<file path="src/rtl/q2a03_dma_pkg.sv">
// Shared types and constants for the 2A03 sprite-DMA sequencer.
// Defaults cover the trigger window, the OAM data port and the fixed 256-byte transfer length.
package q2a03_dma_pkg;

  typedef enum logic [2:0] {
    ST_IDLE,
    ST_HALT,
    ST_ALIGN,
    ST_READ,
    ST_WRITE
  } dma_state_t;

  localparam logic [15:0] TRIG_LO_DFLT   = 16'h4014;
  localparam logic [15:0] TRIG_HI_DFLT   = 16'h4015;
  localparam logic [15:0] DEST_ADDR_DFLT = 16'h2004;
  localparam int unsigned XFER_LEN       = 256;

endpackage

</file>
<file path="src/rtl/oam_dma_ctrl_range.sv">
// Half-open range compare: O_inside is high when I_lower <= I_value < I_upper (unsigned).
module oam_dma_ctrl_range #(
  parameter int P_width = 16
) (
  input  logic [P_width-1:0] I_value,
  input  logic [P_width-1:0] I_lower,
  input  logic [P_width-1:0] I_upper,
  output logic               O_inside
);

  assign O_inside = (I_value >= I_lower) && (I_value < I_upper);

endmodule

</file>
<file path="src/rtl/oam_dma_ctrl.sv">
// Sprite-DMA sequencer: halts the CPU, then copies page XX00-XXFF to the OAM data port.
// Optional early termination through I_abort when Q2A03_DMA_ABORT_EN is defined.
module oam_dma_ctrl
  import q2a03_dma_pkg::*;
#(
  parameter int                      P_addr_width = 16,
  parameter int                      P_data_width = 8,
  parameter logic [P_addr_width-1:0] P_trig_lo    = TRIG_LO_DFLT,
  parameter logic [P_addr_width-1:0] P_trig_hi    = TRIG_HI_DFLT,
  parameter logic [P_addr_width-1:0] P_dest_addr  = DEST_ADDR_DFLT
) (
  input  logic                    I_clock,
  input  logic                    I_reset_n,
  input  logic [P_addr_width-1:0] I_cpu_addr,
  input  logic [P_data_width-1:0] I_cpu_data,
  input  logic                    I_cpu_write,
  input  logic                    I_halt_ack,
  input  logic [P_data_width-1:0] I_dma_rdata,
`ifdef Q2A03_DMA_ABORT_EN
  input  logic                    I_abort,
`endif
  output logic                    O_halt,
  output logic                    O_bus_own,
  output logic [P_addr_width-1:0] O_addr,
  output logic [P_data_width-1:0] O_data,
  output logic                    O_read,
  output logic                    O_write,
  output logic                    O_busy
);

  localparam int              IDX_W    = $clog2(XFER_LEN);
  localparam logic [IDX_W-1:0] IDX_LAST = IDX_W'(XFER_LEN - 1);

  dma_state_t              state_q, state_d;
  logic [P_data_width-1:0] page_q;
  logic [IDX_W-1:0]        idx_q;
  logic [P_data_width-1:0] latch_q;
  logic                    parity_q;
  logic                    trig_inside;
  logic                    trig_hit;
  logic                    abort_now;
  logic                    abort_pend_q;

  oam_dma_ctrl_range #(
    .P_width (P_addr_width)
  ) u_trig_range (
    .I_value  (I_cpu_addr),
    .I_lower  (P_trig_lo),
    .I_upper  (P_trig_hi),
    .O_inside (trig_inside)
  );

  assign trig_hit = trig_inside & I_cpu_write;

`ifdef Q2A03_DMA_ABORT_EN
  assign abort_now = I_abort;

  // An abort seen during READ lets the paired WRITE finish before stopping.
  always_ff @(posedge I_clock or negedge I_reset_n) begin
    if (!I_reset_n) begin
      abort_pend_q <= 1'b0;
    end else begin
      abort_pend_q <= (state_q == ST_READ) && I_abort;
    end
  end
`else
  assign abort_now    = 1'b0;
  assign abort_pend_q = 1'b0;
`endif

  always_ff @(posedge I_clock or negedge I_reset_n) begin
    if (!I_reset_n) begin
      state_q <= ST_IDLE;
    end else begin
      state_q <= state_d;
    end
  end

  always_comb begin
    state_d   = state_q;
    O_halt    = 1'b0;
    O_bus_own = 1'b0;
    O_addr    = '0;
    O_data    = '0;
    O_read    = 1'b0;
    O_write   = 1'b0;
    O_busy    = 1'b0;
    unique case (state_q)
      ST_IDLE: begin
        if (trig_hit) state_d = ST_HALT;
      end
      ST_HALT: begin
        O_halt = 1'b1;
        O_busy = 1'b1;
        if (abort_now)       state_d = ST_IDLE;
        else if (I_halt_ack) state_d = parity_q ? ST_ALIGN : ST_READ;
      end
      ST_ALIGN: begin
        O_halt    = 1'b1;
        O_bus_own = 1'b1;
        O_busy    = 1'b1;
        state_d   = abort_now ? ST_IDLE : ST_READ;
      end
      ST_READ: begin
        O_halt    = 1'b1;
        O_bus_own = 1'b1;
        O_busy    = 1'b1;
        O_read    = 1'b1;
        O_addr    = P_addr_width'({page_q, idx_q});
        state_d   = ST_WRITE;
      end
      ST_WRITE: begin
        O_halt    = 1'b1;
        O_bus_own = 1'b1;
        O_busy    = 1'b1;
        O_write   = 1'b1;
        O_addr    = P_dest_addr;
        O_data    = latch_q;
        if ((idx_q == IDX_LAST) || abort_now || abort_pend_q) state_d = ST_IDLE;
        else                                                   state_d = ST_READ;
      end
      default: state_d = ST_IDLE;
    endcase
  end

  // Parity runs freely; the byte index only advances after each completed write.
  always_ff @(posedge I_clock or negedge I_reset_n) begin
    if (!I_reset_n) begin
      page_q   <= '0;
      idx_q    <= '0;
      latch_q  <= '0;
      parity_q <= 1'b0;
    end else begin
      parity_q <= ~parity_q;
      if ((state_q == ST_IDLE) && trig_hit) page_q <= I_cpu_data;
      if (state_q == ST_READ) latch_q <= I_dma_rdata;
      if (state_q == ST_WRITE) begin
        if (abort_now || abort_pend_q) idx_q <= '0;
        else                           idx_q <= idx_q + IDX_W'(1);
      end
    end
  end

endmodule

</file>
<file path="config.mk">
export PLATFORM = sky130hd
export DESIGN_NAME = oam_dma_ctrl
export DESIGN_NICKNAME = d
export VERILOG_FILES = /design/src/rtl/q2a03_dma_pkg.sv /design/src/rtl/oam_dma_ctrl_range.sv /design/src/rtl/oam_dma_ctrl.sv
export SDC_FILE = /design/constraint.sdc
export NUM_CORES = 1
export LEC_CHECK = 0
export CORE_ASPECT_RATIO = 0.8
export CORE_UTILIZATION = 35
export CTS_CLUSTER_SIZE = 14
export DETAILED_ROUTE_END_ITERATION = 12
export PLACE_DENSITY = 0.7
export SETUP_SLACK_MARGIN = 0.4
export SYNTH_ARGS = -nofsm -noshare
export SYNTH_HDL_FRONTEND = slang
export SYNTH_SLANG_ARGS = --single-unit
</file>
<file path="constraint.sdc">
create_clock -name I_clock -period 5.5 [get_ports I_clock]
set_input_delay 1.1 -clock I_clock [delete_from_list [all_inputs] [get_ports I_clock]]
set_output_delay 1.1 -clock I_clock [all_outputs]
set_load 0.005 [all_outputs]
</file>
==> run metrics <==
most frequent cells in the layout clkdlybuf4s50_1, dfrtp_1, and2_1, mux2_2; Clock Skews 1.293 ps; crit-path max FO 18; grt ovf 0; Worst Setup Start Kind flip-flop; Vert. Die Dim 58.12 um; Clock Sinks 28; final instance area 2102 um^2; input/output buffers 64; Final period util ~63%; fmax 286.8 MHz; register area share after synthesis 50.86%; YS warnings 0; WP data required 4400 ps; slew at the pin with the worst max-slew slack around 1100 ps; Pre-antenna DRT Iters 5; Final ANT Viol Nets 0; Switching Fraction 30.04%; CP Data Arrival Time 2390 ps; ratio of cells with drive above 1 in the final layout 13.81%; Hold Buf Count CTS 0; postcts setup bufs 0; die width between 70 and 80 um; syn_nets between 150 and 200; routed wire length approximately 3100 um; slowest library cell on the worst path nor3b_2; Cell Chain, Critical Path nor3b_2 -> and2_1 -> clkdlybuf4s50_1; fillers 286; commonest non-fill, non-tap cell in the layout clkdlybuf4s50_1; pre-CTS setup slack 2348 ps; combinational share of power 38.7%; Rel. slew slack 26.91%; Mean Syn Cell Area between 10 and 15 um^2; DRC 0; HPWL after DPL 2301 um; internal power approximately 480 uW; Leakage 0.9094 nW; cts repair resizes 0; Max stage delay on crit path 900 ps; DP Area 2061 um^2; Max Slew Vio Count 0; Clock power frac about 16%; RSZ-0062 raised after global routing no; CTS clk-pin slew, worst paths 90 ps; Final WS setup 2013 ps; GP Congestion 0.7209; setup total negative slack 0 ps; Root Driver clkbuf_8; Pwr Total 680.6 uW; vias roughly 1100; endpoints failing setup 0; switching pwr approximately 200 uW; Max Cap Viol 0; vias in the first global route 1130; CTS tree done; hold wc startpoint parity_q; R2R Path Start state_q[1]; core footprint 3590 um^2; Initial Util 38.38%; Mapped Area between 1000 and 1500 um^2; Min Hold Slack 430.3 ps; Avg Vias per Cell 4.773; status finished, final reports clean; Crit. Startpoint state_q[1]; antenna violations before repair 0; Detailed Route Iter0 Violations 38; Die ar. 4192 um^2; worst vdd ir 186.4 uV; crit path kind reg2out; routed len/inst around 13 um; num rows 19; area grow syn2layout 52.59%; Critical Path End Type output pin; GRT Total Usage 15.76%; unique cell type count in the Yosys netlist 26; final count of hold timing violations 0; Worst-Skew Late Latency about 270 ps; minimum clock period 3487 ps; CTS Buf Count 3; Net count, final 220; Seq pwr share 45.4%; I/O Pins 65; HP Class reg2reg; number of antenna diodes 0; post-synthesis cell count 119; H-tree Lvls 1; first-pass GRT wire length 5078 um; pin count of the biggest net entering global routing 29; Power Density 323.8 nW/um^2; Longest Clk Path Bufs 2; number of synthesized register bits 28
==> critical path, delay by kind of cell (launching register included) <==
kind | cells | cell delay (ps)
simple gates | 2 | 1140
flops | 1 | 470
buf+inv | 1 | 510
==> power by group through the flow <==
stage / clock, mW / combinational, mW / sequential (mW)
floorplan: 0 / 0.162 / 0.294
global placement: 0 / 0.259 / 0.309
detailed placement: 0 / 0.267 / 0.314
CTS: 0.113 / 0.268 / 0.309
global route: 0.123 / 0.288 / 0.320
finish: 0.108 / 0.264 / 0.309
==> final timing paths <==
| kind | endpoint | slack (ps) | depth (start not counted) |
|---|---|---|---|
| setup / recovery | O_data[5] | 2010 | 3 |
| hold / removal | parity_q | 430 | 1 |
| setup reg to reg | idx_q[7] | 3400 | 4 |
| hold reg to reg | parity_q | 430 | 1 |
| max in group asynchronous | latch_q[3] | 4030 | 2 |
| min in group asynchronous | idx_q[5] | 1200 | 2 |
==> flip-flops by register name, summed over array words and instances (netlist names) <==
name / cells
idx_q: 8
latch_q: 8
page_q: 8
parity_q: 1
state_q: 3
==> kinds of logic after synthesis <==
logic type | share of synthesized area, %
AND/OR/NAND/NOR | 22.43
multiplexers | 13.90
adder cells (fa/ha/maj) | 0.9081
buffers and inverters | 2.997
AO/OA/AOI/OAI | 4.451
flip-flops | 50.86
XOR/XNOR | 4.451
==> metal layers <==
| layer | global-route usage [%] | wire, um | vias up |
|---|---|---|---|
| li1 | - | - | 531 |
| met3 | 5.217 | 193 | 6 |
| met4 | 5.042 | 45 | 0 |
| met1 | 20.54 | 1385 | 533 |
| met5 | 0 | 0 | - |
| met2 | 24.97 | 1433 | 42 |
==> layout make-up <==
| cell class | count | area, um^2 | area share [%] |
|---|---|---|---|
| flip-flops and latches | 28 | 700.7 | 33.33 |
| repair buffers | 65 | 648.1 | 30.83 |
| multi-input cells | 82 | 635.6 | 30.24 |
| well taps | 52 | 65.06 | 3.095 |
| clock buffers | 3 | 41.29 | 1.964 |
| inverters | 3 | 11.26 | 0.5357 |
==> cells in the mapped netlist, drive strengths merged <==
library cell | count | area (um^2)
dfrtp | 28 | 700.7
and2 | 23 | 143.9
mux2 | 17 | 191.4
clkbuf | 4 | 15.01
nand2 | 4 | 15.01
nor2 | 4 | 15.01
o21ai | 4 | 20.02
xnor2 | 4 | 35.03
a21o | 3 | 22.52
and3 | 3 | 18.77
inv | 3 | 11.26
nand4 | 3 | 18.77
xor2 | 3 | 26.28
a21oi | 2 | 10.01
buf | 2 | 15.01
nand3 | 2 | 10.01
nor3b | 2 | 20.02
nor4 | 2 | 27.53
a2bb2oi | 1 | 8.760
ha | 1 | 12.51
nor3 | 1 | 5.000
nor4bb | 1 | 10.01
or3 | 1 | 11.26
or4b | 1 | 13.76
==> metrics by stage <==
| stage | utilization [%] | instances |
|---|---|---|
| 2_1_floorplan | - | 119 |
| 3_3_place_gp | 57.41 | 230 |
| 3_5_place_dp | 57.41 | 230 |
| 4_1_cts | 58.56 | 233 |
| 5_1_grt | 58.56 | 233 |
| 6_report | 58.56 | 233 |
(Power assumes the default switching activity.)
